--- config.mk ---
export PLATFORM = sky130hd
export DESIGN_NAME = maxpool_2x2_row_pair_reader
export DESIGN_NICKNAME = d
export VERILOG_FILES = /design/src/rtl/maxpool_2x2_row_pair_reader_pkg.sv /design/src/rtl/maxpool_2x2_row_pair_reader_max4_lane.sv /design/src/rtl/maxpool_2x2_row_pair_reader.sv
export SDC_FILE = /design/constraint.sdc
export NUM_CORES = 1
export LEC_CHECK = 0
export ABC_AREA = 1
export BUFFER_PORTS_ARGS = -buffer_cell sky130_fd_sc_hd__buf_4
export CORE_UTILIZATION = 35
export CTS_CLUSTER_SIZE = 10
export DETAILED_ROUTE_END_ITERATION = 7
export HOLD_SLACK_MARGIN = 0.15
export SLEW_MARGIN = 40
export SYNTH_ARGS = -nofsm -noshare
export SYNTH_HDL_FRONTEND = slang
export SYNTH_SLANG_ARGS = --single-unit
--- constraint.sdc ---
create_clock -name clk -period 8.3 [get_ports clk]
set_input_delay 0.415 -clock clk [delete_from_list [all_inputs] [get_ports clk]]
set_output_delay 0.415 -clock clk [all_outputs]
set_load 0.02 [all_outputs]
--- src/rtl/maxpool_2x2_row_pair_reader_pkg.sv ---
// Shared definitions for the 2x2 max-pool row-pair reader.
// Latency: n/a (types, constants and a width helper only).
// Backpressure: n/a.
package maxpool_2x2_row_pair_reader_pkg;

    localparam int LANE_W       = 8;
    localparam int DEF_CHANNELS = 16;
    localparam int DEF_WIDTH    = 512;
    localparam int DEF_HEIGHT   = 256;

    // PRIME runs once after reset to move port B one row ahead of port A
    typedef enum logic [1:0] {
        ST_PRIME = 2'd0,
        ST_PAIR  = 2'd1,
        ST_SKIP  = 2'd2
    } rd_state_e;

    // Counter width for a range of n values, never narrower than one bit
    function automatic int cnt_w(input int n);
        return (n <= 2) ? 1 : $clog2(n);
    endfunction

endpackage

--- src/rtl/maxpool_2x2_row_pair_reader_max4_lane.sv ---
// One int8 lane: maximum of four inputs, signed or unsigned ordering.
// Latency: combinational.
// Backpressure: none (pure datapath).
module maxpool_2x2_row_pair_reader_max4_lane
    import maxpool_2x2_row_pair_reader_pkg::*;
#(
    parameter bit SIGNED = 1'b1
) (
    input  logic [LANE_W-1:0] a,
    input  logic [LANE_W-1:0] b,
    input  logic [LANE_W-1:0] c,
    input  logic [LANE_W-1:0] d,
    output logic [LANE_W-1:0] y
);

    // Flipping the MSB maps two's complement onto an unsigned order, so one comparator serves both modes
    logic [LANE_W-1:0] flip;
    logic [LANE_W-1:0] ka, kb, kc, kd;
    logic [LANE_W-1:0] m_ab, m_cd;

    assign flip = SIGNED ? {1'b1, {(LANE_W-1){1'b0}}} : '0;

    // Two-level compare tree, then undo the MSB flip
    always_comb begin
        ka   = a ^ flip;
        kb   = b ^ flip;
        kc   = c ^ flip;
        kd   = d ^ flip;
        m_ab = (ka > kb) ? ka : kb;
        m_cd = (kc > kd) ? kc : kd;
        y    = ((m_ab > m_cd) ? m_ab : m_cd) ^ flip;
    end

endmodule

--- src/rtl/maxpool_2x2_row_pair_reader.sv ---
// Reads even rows on FIFO port A and odd rows on port B in lockstep; emits one per-channel max per 2x2 window.
// Latency: odd-column issue at t -> o_valid at t+2; peak one pooled pixel every two cycles.
// Backpressure: odd-column pops wait until the output register is free; o_data holds while o_valid & ~o_ready.
module maxpool_2x2_row_pair_reader
    import maxpool_2x2_row_pair_reader_pkg::*;
#(
    parameter int DATA_WIDTH = 128,
    parameter int CHANNELS   = DEF_CHANNELS,
    parameter int WIDTH      = DEF_WIDTH,
    parameter int HEIGHT     = DEF_HEIGHT,
    parameter bit SIGNED     = 1'b1
) (
    input  logic                  clk,
    input  logic                  rst_n,
    input  logic [DATA_WIDTH-1:0] fifo_rd_data_a,
    input  logic [DATA_WIDTH-1:0] fifo_rd_data_b,
    input  logic                  fifo_empty_a,
    input  logic                  fifo_empty_b,
    input  logic                  fifo_wr_en,
    output logic                  fifo_rd_en_a,
    output logic                  fifo_rd_en_b,
    output logic [DATA_WIDTH-1:0] o_data,
    output logic                  o_valid,
    input  logic                  o_ready,
    output logic                  o_frame_done
);

    localparam int                COL_W     = cnt_w(WIDTH);
    localparam int                PAIR_W    = cnt_w(HEIGHT / 2);
    localparam logic [COL_W-1:0]  COL_LAST  = COL_W'(WIDTH - 1);
    localparam logic [PAIR_W-1:0] PAIR_LAST = PAIR_W'(HEIGHT / 2 - 1);

    rd_state_e             state, state_nxt;
    logic [COL_W-1:0]      col_cnt, col_cnt_nxt;
    logic [PAIR_W-1:0]     pair_cnt, pair_cnt_nxt;
    logic                  both_rdy, go, is_even, col_last;
    logic                  even_inflight, odd_inflight, last_inflight, o_last;
    logic [DATA_WIDTH-1:0] hold_a, hold_b, max_word;

    // A pop on port A is dropped by the FIFO during a write, so both ports back off together
    assign both_rdy = ~fifo_empty_a & ~fifo_empty_b & ~fifo_wr_en;
    assign is_even  = ~col_cnt[0];
    assign col_last = (col_cnt == COL_LAST);

    // Pop control and next state; every state walks WIDTH words then moves on
    always_comb begin
        state_nxt    = state;
        col_cnt_nxt  = col_cnt;
        pair_cnt_nxt = pair_cnt;
        go           = 1'b0;
        fifo_rd_en_a = 1'b0;
        fifo_rd_en_b = 1'b0;
        case (state)
            ST_PRIME: begin
                go           = ~fifo_empty_b;
                fifo_rd_en_b = go;
            end
            ST_PAIR: begin
                go           = both_rdy & (is_even | ((~o_valid | o_ready) & ~odd_inflight));
                fifo_rd_en_a = go;
                fifo_rd_en_b = go;
            end
            ST_SKIP: begin
                go           = both_rdy;
                fifo_rd_en_a = go;
                fifo_rd_en_b = go;
            end
            default: begin
                state_nxt = ST_PRIME;
            end
        endcase
        if (go) begin
            if (col_last) begin
                col_cnt_nxt = '0;
                case (state)
                    ST_PRIME: state_nxt = ST_PAIR;
                    ST_PAIR:  state_nxt = ST_SKIP;
                    ST_SKIP: begin
                        state_nxt    = ST_PAIR;
                        pair_cnt_nxt = (pair_cnt == PAIR_LAST) ? '0 : pair_cnt + PAIR_W'(1);
                    end
                    default:  state_nxt = ST_PRIME;
                endcase
            end else begin
                col_cnt_nxt = col_cnt + COL_W'(1);
            end
        end
    end

    // State and position counters
    always_ff @(posedge clk or negedge rst_n) begin
        if (!rst_n) begin
            state    <= ST_PRIME;
            col_cnt  <= '0;
            pair_cnt <= '0;
        end else begin
            state    <= state_nxt;
            col_cnt  <= col_cnt_nxt;
            pair_cnt <= pair_cnt_nxt;
        end
    end

    // Tag which kind of column's data arrives from the FIFO next cycle
    always_ff @(posedge clk or negedge rst_n) begin
        if (!rst_n) begin
            even_inflight <= 1'b0;
            odd_inflight  <= 1'b0;
            last_inflight <= 1'b0;
        end else begin
            even_inflight <= go & (state == ST_PAIR) & is_even;
            odd_inflight  <= go & (state == ST_PAIR) & ~is_even;
            last_inflight <= go & (state == ST_PAIR) & col_last & (pair_cnt == PAIR_LAST);
        end
    end

    // Even-column pixels from both rows wait here for their odd-column partners
    always_ff @(posedge clk or negedge rst_n) begin
        if (!rst_n) begin
            hold_a <= '0;
            hold_b <= '0;
        end else if (even_inflight) begin
            hold_a <= fifo_rd_data_a;
            hold_b <= fifo_rd_data_b;
        end
    end

    // One comparator tree per channel lane
    for (genvar i = 0; i < CHANNELS; i++) begin : g_lane
        maxpool_2x2_row_pair_reader_max4_lane #(
            .SIGNED (SIGNED)
        ) u_max4 (
            .a (hold_a[i*LANE_W +: LANE_W]),
            .b (hold_b[i*LANE_W +: LANE_W]),
            .c (fifo_rd_data_a[i*LANE_W +: LANE_W]),
            .d (fifo_rd_data_b[i*LANE_W +: LANE_W]),
            .y (max_word[i*LANE_W +: LANE_W])
        );
    end

    // Output register: the odd-column gate guarantees it is free whenever a result lands
    always_ff @(posedge clk or negedge rst_n) begin
        if (!rst_n) begin
            o_data  <= '0;
            o_valid <= 1'b0;
            o_last  <= 1'b0;
        end else if (odd_inflight) begin
            o_data  <= max_word;
            o_valid <= 1'b1;
            o_last  <= last_inflight;
        end else if (o_ready) begin
            o_valid <= 1'b0;
        end
    end

    assign o_frame_done = o_valid & o_ready & o_last;

endmodule

## After elaboration in Yosys (flattened, before gate mapping)

Index checks and enable logic that the tools add are counted.

- $add $sub $neg: 2
- $lt $le $gt $ge: 48
- Equality and inequality tests: 4
- Multiplexer cells: 58
- Bitwise operators: 99
- Reduce and logical (&&, ||, !) cells: 5

Operators by type and width:

| cell | number |
|---|---|
| 8-bit > comparator | 48 |
| 8-bit two-way mux | 48 |
| 1-bit inverter | 86 |
| 1-bit bitwise AND | 11 |
| 9-bit by 1-bit adder with 9-bit output, second input constant | 1 |
| 9-bit == test, second input constant | 1 |
| 9-bit two-way mux | 1 |
| 7-bit by 1-bit adder with 7-bit output, second input constant | 1 |
| 7-bit == test, second input constant | 1 |
| 7-bit two-way mux | 1 |
| 2-bit two-way mux | 3 |
| 2-bit case mux with 2 select lines | 1 |
| 1-bit case mux with 3 select lines | 1 |
| 3-bit AND reduction | 1 |
| 3-bit OR reduction | 1 |
| 2-bit by 1-bit == test with 1-bit output, second input constant | 1 |
| 2-bit == test, second input constant | 1 |
| 2-bit zero test | 1 |
| 1-bit two-way mux | 2 |
| 1-bit bitwise OR | 2 |
| 1-bit case mux with 2 select lines | 1 |
| 2-bit nonzero test | 1 |
| 2-bit OR reduction | 1 |

- Flip-flop bits (word level): 407
- Bits of input ports: 262
- Logic and storage cells: 227

## Logic depth before layout (Yosys ltp)

Gate-level depths: netlist of the first run.

- Depth in word-level cells: 9
- Depth in mapped cells: 24
- Mapped depth without buffers: 24

## Cells and area by module

A second synthesis of the first run with hierarchy kept.

- Cell total of the unflattened synthesis: 4242
- Area total of the unflattened synthesis: 33246.9 µm²

By module, submodules not included:

| module | times used | cells each | area each (µm²) | seq. area each (µm²) |
|---|---|---|---|---|
| maxpool_2x2_row_pair_reader_max4_lane | 16 | 188 | 1104.8 | 0.0 |
| maxpool_2x2_row_pair_reader | 1 | 1234 | 15569.9 | 10184.8 |

## Worst setup path after synthesis of the first run

Ideal clock, no wire load.

- Path kind: in2reg
- Start: in fifo_rd_data_a[63]
- End: reg o_data[56]
- Arrival: 2621 ps
- Path slack: 5561 ps
- Stages: 18
- Buffers on the path: 0
- Path through: inv_1 > ha_1 > nand2_1 > nor2_1 > nand4_2 > nand2_2 > nand2_1 > and2_1 > ha_1 > nand2_1 > inv_1 > nand2_1 > nand2_1 > nand2_1 > a21oi_1 > nand3_1 > nand3_1 > nand2_1

- Longest elaborated chain between the ends: 5

RTL lines:

| item | RTL line | RTL |
|---|---|---|
| start: declaration | maxpool_2x2_row_pair_reader.sv:15 | `input logic [DATA_WIDTH-1:0] fifo_rd_data_a,` |
| 1-bit inverter (no source line) * | -- |  |
| 8-bit > comparator | maxpool_2x2_row_pair_reader_max4_lane.sv:30 | `m_cd = (kc > kd) ? kc : kd;` |
| 8-bit two-way mux * | maxpool_2x2_row_pair_reader_max4_lane.sv:30 |  |
| 8-bit > comparator | maxpool_2x2_row_pair_reader_max4_lane.sv:31 | `y = ((m_ab > m_cd) ? m_ab : m_cd) ^ flip;` |
| 8-bit two-way mux * | maxpool_2x2_row_pair_reader_max4_lane.sv:31 |  |
| end signal: assignment | maxpool_2x2_row_pair_reader.sv:147 | `o_data <= max_word;` |
| end: declaration | maxpool_2x2_row_pair_reader.sv:22 | `output logic [DATA_WIDTH-1:0] o_data,` |

Mark *: on every way between the ends. The rest lies on a longest branch, timed or not.
A chain may end at the register's enable or synchronous reset.

## Final worst setup path of the first run

- Start: in fifo_rd_data_a[111]
- End: reg o_data[106]

Same word-level chain as after synthesis.

==> impl_metrics.py, run 1 <==
metrics = {
    "run_status": {
        "run_status": "completed",
    },
    "worst_setup_path": {
        "reg2regPathDepth": 15,
        "worst_setup_path_start": "fifo_rd_data_a[111]",
        "critical_path_required_ns": 8.79,
        "crit_path_capture_type": "flip-flop",
        "critPathMostFrequentCell": "sky130_fd_sc_hd__nand2_1",
        "reg2reg_slack_ns": 4.87,
        "crit_path_class": "in -> reg",
        "cp_num_buf_inv": 5,
        "worst_ep_arrival_time_ns": 3.99,
        "crit_path_start_kind": "primary input",
        "critical_path.max_stage_delay_ns": 0.56,
        "crit_family": "simple AND/OR/NAND/NOR gates",
        "critical-path-slowest-cell": "sky130_fd_sc_hd__dlygate4sd3_1",
        "critical_r2r_capture": "o_data[53]",
        "regToRegStartpoint": "hold_b[55]",
        "crit_path_max_fanout": 9,
        "worstPathCellList": "dlygate4sd3_1, buf_4, inv_1, ha_1, nand2_1, nor2_1, nand4_2, nand2_2, nand2_1, and2_1, ha_1, inv_1, o21bai_1, nand2_1, nand2_1, nand2_1, nand2_1, nand2_2, inv_1, nand3_1, nand3_1, nand2_1",
    },
    "floorplanning": {
        "die_width_um": 297,
        "coreArea_sq_um": 85800,
        "die_span_y_um": 297,
        "row_count": 107,
        "boundaryPins": 394,
        "floorplan.initialDensity": 0.356,
        "floorplan.die_area_sq_um": 88400,
    },
    "final_layout": {
        "final_design_area_no_fill_sq_um": 39200,
        "post_route_cells_drive_above_1_share": 0.158,
        "filler_cell_count": 8410,
        "fin_util": 0.457,
        "synthToLayoutAreaGrowth_pct": 28.4,
        "finish.net_count": 5306,
    },
    "power": {
        "p_int_mw": 3.93,
        "netSwitchingFraction": 0.286,
        "p_per_cell_area_nw_per_um2": 140,
        "leakagePower_nw": 20.5,
        "power.net_switching_mw": 1.57,
        "sequentialPowerShare": 0.365,
        "combinationalPowerShare": 0.199,
        "clock_power_share": 0.436,
        "vdd.ir_drop.worst_mv": 0.112,
        "sum_of_internal_switching_and_leakage_power_mw": 5.50,
    },
    "grt": {
        "globalRouteTotalUtil": 0.204,
        "grt_start_max_net_pins": 139,
        "grt-ovfl-total": 0,
        "grt_antenna_before_repair": 10,
        "grt_first_pass_wirelength_um": 149000,
        "first_global_vias": 28700,
    },
    "sta": {
        "min_period_ns": 3.49,
        "setup-violations-final": 0,
        "rsz0062_at_grt": "no",
        "fin_setup_tns_ns": 0,
        "fmax_mhz": 286,
        "postLayoutSetupSlackWorst_ns": 4.81,
        "worst_pin_slew_ns": 0.819,
        "report.final.slew_viol_count": 0,
        "report.final.hold_viol_count": 0,
        "timing.slew.headroom": 0.454,
        "post-route-period-util": 0.421,
        "fin_worst_skew_ns": 0.0227,
    },
    "synth": {
        "syn-cell-area_sq_um": 30500,
        "mean_instance_size_in_the_synthesized_netlist_sq_um": 7.63,
        "synthFlopType": "sky130_fd_sc_hd__dfrtp_1",
        "netlist_top_cells_area": "sky130_fd_sc_hd__dfrtp_1 33%, sky130_fd_sc_hd__ha_1 16%, sky130_fd_sc_hd__nand2_1 15%",
        "syn_nets": 4656,
        "synth_cell_type_count": 41,
        "yosysTopAreaCellShare": 0.334,
        "yosysSeqAreaShare": 0.334,
        "synth-async-reset-ratio": 1.00,
        "ys_seq_elements": 407,
        "number_of_enable_type_register_cells_in_the_synthesized_netlist": 0,
        "synth_area_leader_cell": "sky130_fd_sc_hd__dfrtp_1",
        "postSynthCellCount": 4002,
        "synthesis.yosys.warnings": 0,
    },
    "placement": {
        "post-dp-hpwl_um": 67600,
        "placement.io_buffers": 393,
        "detailed_place.area_sq_um": 34700,
        "post-place-ws_ns": 4.81,
        "routabilityCongestion": 0.856,
    },
    "worst_hold_path": {
        "worstHoldStart": "fifo_empty_b",
        "hold_path.class": "in -> reg",
        "min_path_cells": 4,
        "holdPathEnd": "even_inflight",
    },
    "cts": {
        "clk_latency_ns": 0.61,
        "cts_tree": "done",
        "cts_buffers": 54,
        "clkTransAtPathRegs_ns": 0.06,
        "clock_tree.root_cell": "sky130_fd_sc_hd__clkbuf_16",
        "cts.htree.levels": 2,
        "ctsLongestPathBuffers": 3,
        "clock_sink_count": 407,
    },
    "route": {
        "route.final.wire_length_um": 90200,
        "detailroute.via_count": 28900,
        "detailedRoute.firstPassIterationCount": 5,
        "detail_route.drc_violations": 0,
        "dr.first_iter.drc_count": 1662,
        "post_drt_wl_per_cell_um": 15.4,
        "viasPerCell": 4.94,
        "ant_nets": 0,
    },
    "job": {
        "cap_violations": 0,
    },
}
worst reg2reg max path: stages, from the launching register on:
cell and delay, ns:
sky130_fd_sc_hd__dfrtp_1 0.40, sky130_fd_sc_hd__ha_1 0.31, sky130_fd_sc_hd__nand2_1 0.11, sky130_fd_sc_hd__nor2_1 0.20, sky130_fd_sc_hd__nand4_2 0.26, sky130_fd_sc_hd__nand2_2 0.28, sky130_fd_sc_hd__nand2_1 0.10, sky130_fd_sc_hd__and2_1 0.15
sky130_fd_sc_hd__ha_1 0.29, sky130_fd_sc_hd__nand2_1 0.08, sky130_fd_sc_hd__a21oi_1 0.13, sky130_fd_sc_hd__nor2_1 0.07, sky130_fd_sc_hd__a21oi_1 0.57, sky130_fd_sc_hd__nand3_1 0.14, sky130_fd_sc_hd__nand3_1 0.15, sky130_fd_sc_hd__nand2_1 0.07
sequential cells by signal, summed over array words and instances, names as in the netlist, 2 cells and up:
| name | flops |
|---|---|
| pair_cnt | 7 |
| col_cnt | 9 |
| hold_a | 128 |
| hold_b | 128 |
| state | 2 |
| o_data | 128 |
kinds of logic after synthesis:
logic type | count (synthesis) | synth area share
and+or+nand+nor | 2216 | 0.327
DFF | 407 | 0.334
buffers and inverters | 513 | 0.0666
xor gates and xnor gates | 8 | 0.00229
muxes | 128 | 0.0472
adders and majority gates | 392 | 0.161
AOI/OAI and AO/OA | 338 | 0.0627
synthesized netlist by cell type (2+ instances only):
master,instances
sky130_fd_sc_hd__o21bai_1,6
sky130_fd_sc_hd__or2_2,2
sky130_fd_sc_hd__nand4_2,33
sky130_fd_sc_hd__ha_1,392
sky130_fd_sc_hd__a21oi_1,126
sky130_fd_sc_hd__buf_1,3
sky130_fd_sc_hd__o21ai_1,4
sky130_fd_sc_hd__nand3_1,660
sky130_fd_sc_hd__mux2_2,128
sky130_fd_sc_hd__o21ai_0,132
sky130_fd_sc_hd__o21a_1,23
sky130_fd_sc_hd__nor3_1,9
sky130_fd_sc_hd__buf_2,13
sky130_fd_sc_hd__nand2_2,60
sky130_fd_sc_hd__o21ai_2,9
sky130_fd_sc_hd__xor2_1,7
sky130_fd_sc_hd__a21oi_2,5
sky130_fd_sc_hd__a21o_1,31
sky130_fd_sc_hd__clkbuf_1,35
sky130_fd_sc_hd__buf_4,19
sky130_fd_sc_hd__and2_1,128
sky130_fd_sc_hd__inv_1,439
sky130_fd_sc_hd__nand2_1,1218
sky130_fd_sc_hd__nor2_1,91
sky130_fd_sc_hd__nand4_1,7
sky130_fd_sc_hd__dfrtp_1,407
through the flow:
step                      instances  hold WS, ns
after floorplan                4002        0.119
after global placement         5476        0.398
after detailed placement       5479        0.392
after CTS                      5832        0.186
after global routing           5842        0.226
final                          5844        0.236
worst max-delay path by stage:
stage	endpoint	slack, ns	cells after the start
2_1_floorplan	o_data[56]	5.56	18
3_3_place_gp	o_data[106]	4.85	21
3_5_place_dp	o_data[43]	4.81	19
4_1_cts	o_data[3]	4.84	22
5_1_grt	o_data[71]	4.53	19
6_report	o_data[106]	4.81	22
cells in the final DEF, fill, tap and decap left out, types with 11 or more instances in the layout:
cell	count
sky130_fd_sc_hd__nand2_1	1218
sky130_fd_sc_hd__nand3_1	660
sky130_fd_sc_hd__inv_1	439
sky130_fd_sc_hd__dfrtp_1	405
sky130_fd_sc_hd__buf_4	397
sky130_fd_sc_hd__ha_1	392
sky130_fd_sc_hd__dlygate4sd3_1	258
sky130_fd_sc_hd__o21ai_0	132
sky130_fd_sc_hd__and2_1	128
sky130_fd_sc_hd__mux2_2	128
sky130_fd_sc_hd__a21oi_1	126
sky130_fd_sc_hd__nor2_1	91
sky130_fd_sc_hd__nand2_2	60
sky130_fd_sc_hd__clkbuf_16	55
sky130_fd_sc_hd__nand4_2	33
sky130_fd_sc_hd__a21o_1	31
sky130_fd_sc_hd__o21a_1	23
sky130_fd_sc_hd__clkbuf_1	12
sky130_fd_sc_hd__clkbuf_8	11
power by group through the flow:
stage	clock network [mW]	logic, mW	registers [mW]
6_report	2.39	1.09	2.01
5_1_grt	2.55	1.25	2.01
4_1_cts	2.49	1.09	2.01
3_5_place_dp	0	0.985	2.04
3_3_place_gp	0	0.968	2.04
2_1_floorplan	0	0.625	2.04
area by class of cell:
type,instances,area [sq um],share of cell area
Multi-Input combinational cell,3082,18300,0.467
Timing Repair Buffer,666,5790,0.148
Sequential cell,407,10200,0.260
Tap cell,1144,1430,0.0365
Clock buffer,78,1570,0.0401
Inverter,441,1660,0.0423
Antenna cell,9,22.5,0.000574
Clock inverter,17,233,0.00593
layer usage:
metal,track usage,vias to the layer above,part of all wire
li1,-,14600,-
met1,0.270,13500,0.46
met2,0.345,651,0.47
met3,0.0273,143,0.045
met4,0.0554,6,0.024
met5,0,-,0.00041
repair_timing:
action | 4_1_cts | 5_1_grt
buffers inserted | 0 | 0
hold buffers | 258 | 0
resized for setup | 0 | 0
hold endpoints to repair | 327 | 0
(Power assumes the default switching activity.)
==> run 2: changes to the inputs <==
==> constraint.sdc (replaced) <==
create_clock -name clk -period 3.51 [get_ports clk]
set_input_delay 0.1755 -clock clk [delete_from_list [all_inputs] [get_ports clk]]
set_output_delay 0.1755 -clock clk [all_outputs]
set_load 0.02 [all_outputs]
==> run 2 against run 1 <==
Register-to-register slack worse by 4.6 ns. Sequential power is 140% higher. Power is 130% higher. Sequential share of layout area is 0.14 points lower. Clock skew is 0.0012 ns higher. Sequential cell count stayed put. Utilization is 0.24 points higher. Final cell count is 0.58% higher. Non-clock buffer count is 41 higher. Largest power group unchanged. Highest routed layer unchanged.
==> impl_metrics.py, run 2 (synthesis gave the netlist of run 1 again) <==
metrics = {
    "run_status": {
        "run_status": "completed",
    },
    "sta": {
        "setup-violations-final": 0,
        "report.final.hold_viol_count": 0,
        "fin_setup_tns_ns": 0,
        "fin_worst_skew_ns": 0.0239,
        "report.final.slew_viol_count": 0,
        "min_period_ns": 3.24,
        "post-route-period-util": 0.923,
        "whs_ns": 0.169,
        "worst_pin_slew_ns": 0.725,
        "rsz0062_at_grt": "no",
        "fmax_mhz": 309,
        "timing.slew.headroom": 0.517,
    },
    "worst_setup_path": {
        "critical_path_required_ns": 3.99,
        "worst_ep_arrival_time_ns": 3.72,
        "crit_path_capture_type": "flip-flop",
        "crit_path_class": "reg -> reg",
        "regToRegStartpoint": "hold_b[87]",
        "crit_path_max_fanout": 9,
        "crit_path_start_kind": "flip-flop",
        "reg2regPathDepth": 15,
        "critical_r2r_capture": "o_data[87]",
        "reg2reg_slack_ns": 0.27,
    },
    "placement": {
        "placement.io_buffers": 393,
        "routabilityCongestion": 0.907,
        "post-dp-hpwl_um": 69600,
    },
    "floorplanning": {
        "die_span_y_um": 297,
        "coreArea_sq_um": 85800,
        "die_width_um": 297,
        "row_count": 107,
        "floorplan.die_area_sq_um": 88400,
        "boundaryPins": 394,
        "floorplan.initialDensity": 0.356,
    },
    "grt": {
        "grt_start_max_net_pins": 129,
        "grt_first_pass_wirelength_um": 152000,
        "first_global_vias": 29000,
        "grt_antenna_before_repair": 10,
        "globalRouteTotalUtil": 0.207,
        "grt-ovfl-total": 0,
    },
    "route": {
        "wl_met2_um": 43800,
        "detailedRoute.firstPassIterationCount": 8,
        "m1WireLength_um": 41600,
        "detailroute.via_count": 29000,
        "dr.first_iter.drc_count": 1747,
        "dr_wl_met3_um": 4280,
        "post_drt_wl_per_cell_um": 15.7,
        "detail_route.drc_violations": 0,
        "viasPerCell": 4.94,
        "route.final.wire_length_um": 92000,
        "ant_nets": 0,
        "routed.top_layer": "met5",
    },
    "power": {
        "clock_power_share": 0.416,
        "p_int_mw": 9.00,
        "sequentialPowerShare": 0.375,
        "netSwitchingFraction": 0.290,
        "vdd.ir_drop.worst_mv": 0.296,
        "p_per_cell_area_nw_per_um2": 321,
        "power.net_switching_mw": 3.67,
        "leakagePower_nw": 20.7,
        "combinationalPowerShare": 0.209,
    },
    "cts": {
        "ctsLongestPathBuffers": 3,
        "cts_buffers": 52,
        "clk_latency_ns": 0.61,
        "clock_sink_count": 407,
        "clkTransAtPathRegs_ns": 0.06,
        "cts_tree": "done",
        "clock_tree.root_cell": "sky130_fd_sc_hd__clkbuf_16",
        "cts.htree.levels": 2,
        "postCtsSetupBuffers": 0,
    },
    "final_layout": {
        "multi_input_gate_area_in_the_final_layout_sq_um": 18300,
        "filler_cell_count": 8397,
        "post_route_cells_drive_above_1_share": 0.163,
        "layout_top_registers": "hold_a (128), hold_b (128), o_data (128)",
        "most-common-layout-cells": "1218 x sky130_fd_sc_hd__nand2_1, 660 x sky130_fd_sc_hd__nand3_1, 437 x sky130_fd_sc_hd__inv_1",
        "seq_area_sq_um": 10200,
        "final_common_cell": "sky130_fd_sc_hd__nand2_1",
        "finish.net_count": 5345,
        "synthToLayoutAreaGrowth_pct": 29.1,
    },
    "job": {
        "cap_violations": 0,
    },
    "worst_hold_path": {
        "hold_path.class": "in -> async",
    },
}
-- run 2: cell types whose count changed in the layout (fill, tap and decap cells not counted), moves of 4 or more --
cell / previous run / this run
sky130_fd_sc_hd__dlygate4sd3_1: 258 / 262
sky130_fd_sc_hd__clkinv_2: 10 / 6
sky130_fd_sc_hd__buf_12: 6 / 12
sky130_fd_sc_hd__buf_4: 397 / 432
-- run 2: worst max-delay path, stage by stage (launching register included) --
cell and delay [ns]:
sky130_fd_sc_hd__dfrtp_1 0.41, sky130_fd_sc_hd__ha_1 0.31, sky130_fd_sc_hd__nand2_1 0.08, sky130_fd_sc_hd__nor2_1 0.18, sky130_fd_sc_hd__nand4_2 0.27, sky130_fd_sc_hd__nand2_2 0.28, sky130_fd_sc_hd__nand2_1 0.09, sky130_fd_sc_hd__and2_1 0.15
sky130_fd_sc_hd__ha_1 0.29, sky130_fd_sc_hd__nand2_1 0.07, sky130_fd_sc_hd__nor2_1 0.16, sky130_fd_sc_hd__nand2_1 0.11, sky130_fd_sc_hd__a21oi_2 0.38, sky130_fd_sc_hd__nand3_1 0.15, sky130_fd_sc_hd__nand3_1 0.14, sky130_fd_sc_hd__nand2_1 0.07
-- run 2: layer usage --
layer / vias to the layer above / GRT usage
met3: 155 / 0.0276
met2: 684 / 0.352
met1: 13500 / 0.273
met4: 2 / 0.0585
met5: - / 0
li1: 14700 / -
-- run 2: repair_timing --
item | CTS | global route
hold endpoints to repair | 531 | 0
setup endpoints to repair | 0 | 6
hold buffers | 262 | 0
resized for setup | 0 | 5
-- run 2: layout make-up --
cell class / count / area share
Clock buffer: 76 / 0.0386
Timing Repair Buffer: 707 / 0.155
Inverter: 441 / 0.0423
Antenna cell: 10 / 0.000635
Clock inverter: 11 / 0.00343
Tap cell: 1144 / 0.0363
Multi-Input combinational cell: 3082 / 0.465
Sequential cell: 407 / 0.258
-- run 2: stage by stage --
step / std cells / util / power, mW / setup WS (ns) / cell area (sq um)
5_1_grt: 5875 / 0.459 / 13.4 / 0.0123 / 39400
3_5_place_dp: 5519 / 0.409 / 7.21 / 0.276 / 35100
3_3_place_gp: 5518 / 0.409 / 7.18 / 0.322 / 35100
4_1_cts: 5868 / 0.459 / 12.9 / 0.307 / 39400
2_1_floorplan: 4002 / - / 6.30 / 0.802 / 30500
6_report: 5878 / 0.459 / 12.7 / 0.269 / 39400
-- run 2: worst max path at each step --
| stage | to | slack (ns) | startpoint | depth (start not counted) |
|---|---|---|---|---|
| finish | o_data[87] | 0.27 | hold_b[87] | 15 |
| global route | o_data[19] | 0.01 | hold_b[22] | 16 |
| CTS | o_data[19] | 0.31 | hold_b[23] | 15 |
| detailed placement | o_data[19] | 0.28 | fifo_rd_data_a[23] | 17 |
| global placement | o_data[80] | 0.32 | hold_b[87] | 15 |
| floorplan | o_data[56] | 0.80 | hold_b[63] | 15 |
-- run 2: power by group through the flow --
stage                     clock network (mW)  logic [mW]  registers, mW
final                                   5.27        2.64           4.75
after global placement                     0        2.35           4.83
after CTS                               5.47        2.64           4.75
after detailed placement                   0        2.38           4.83
after global routing                    5.64        3.01           4.75
after floorplan                            0        1.48           4.83
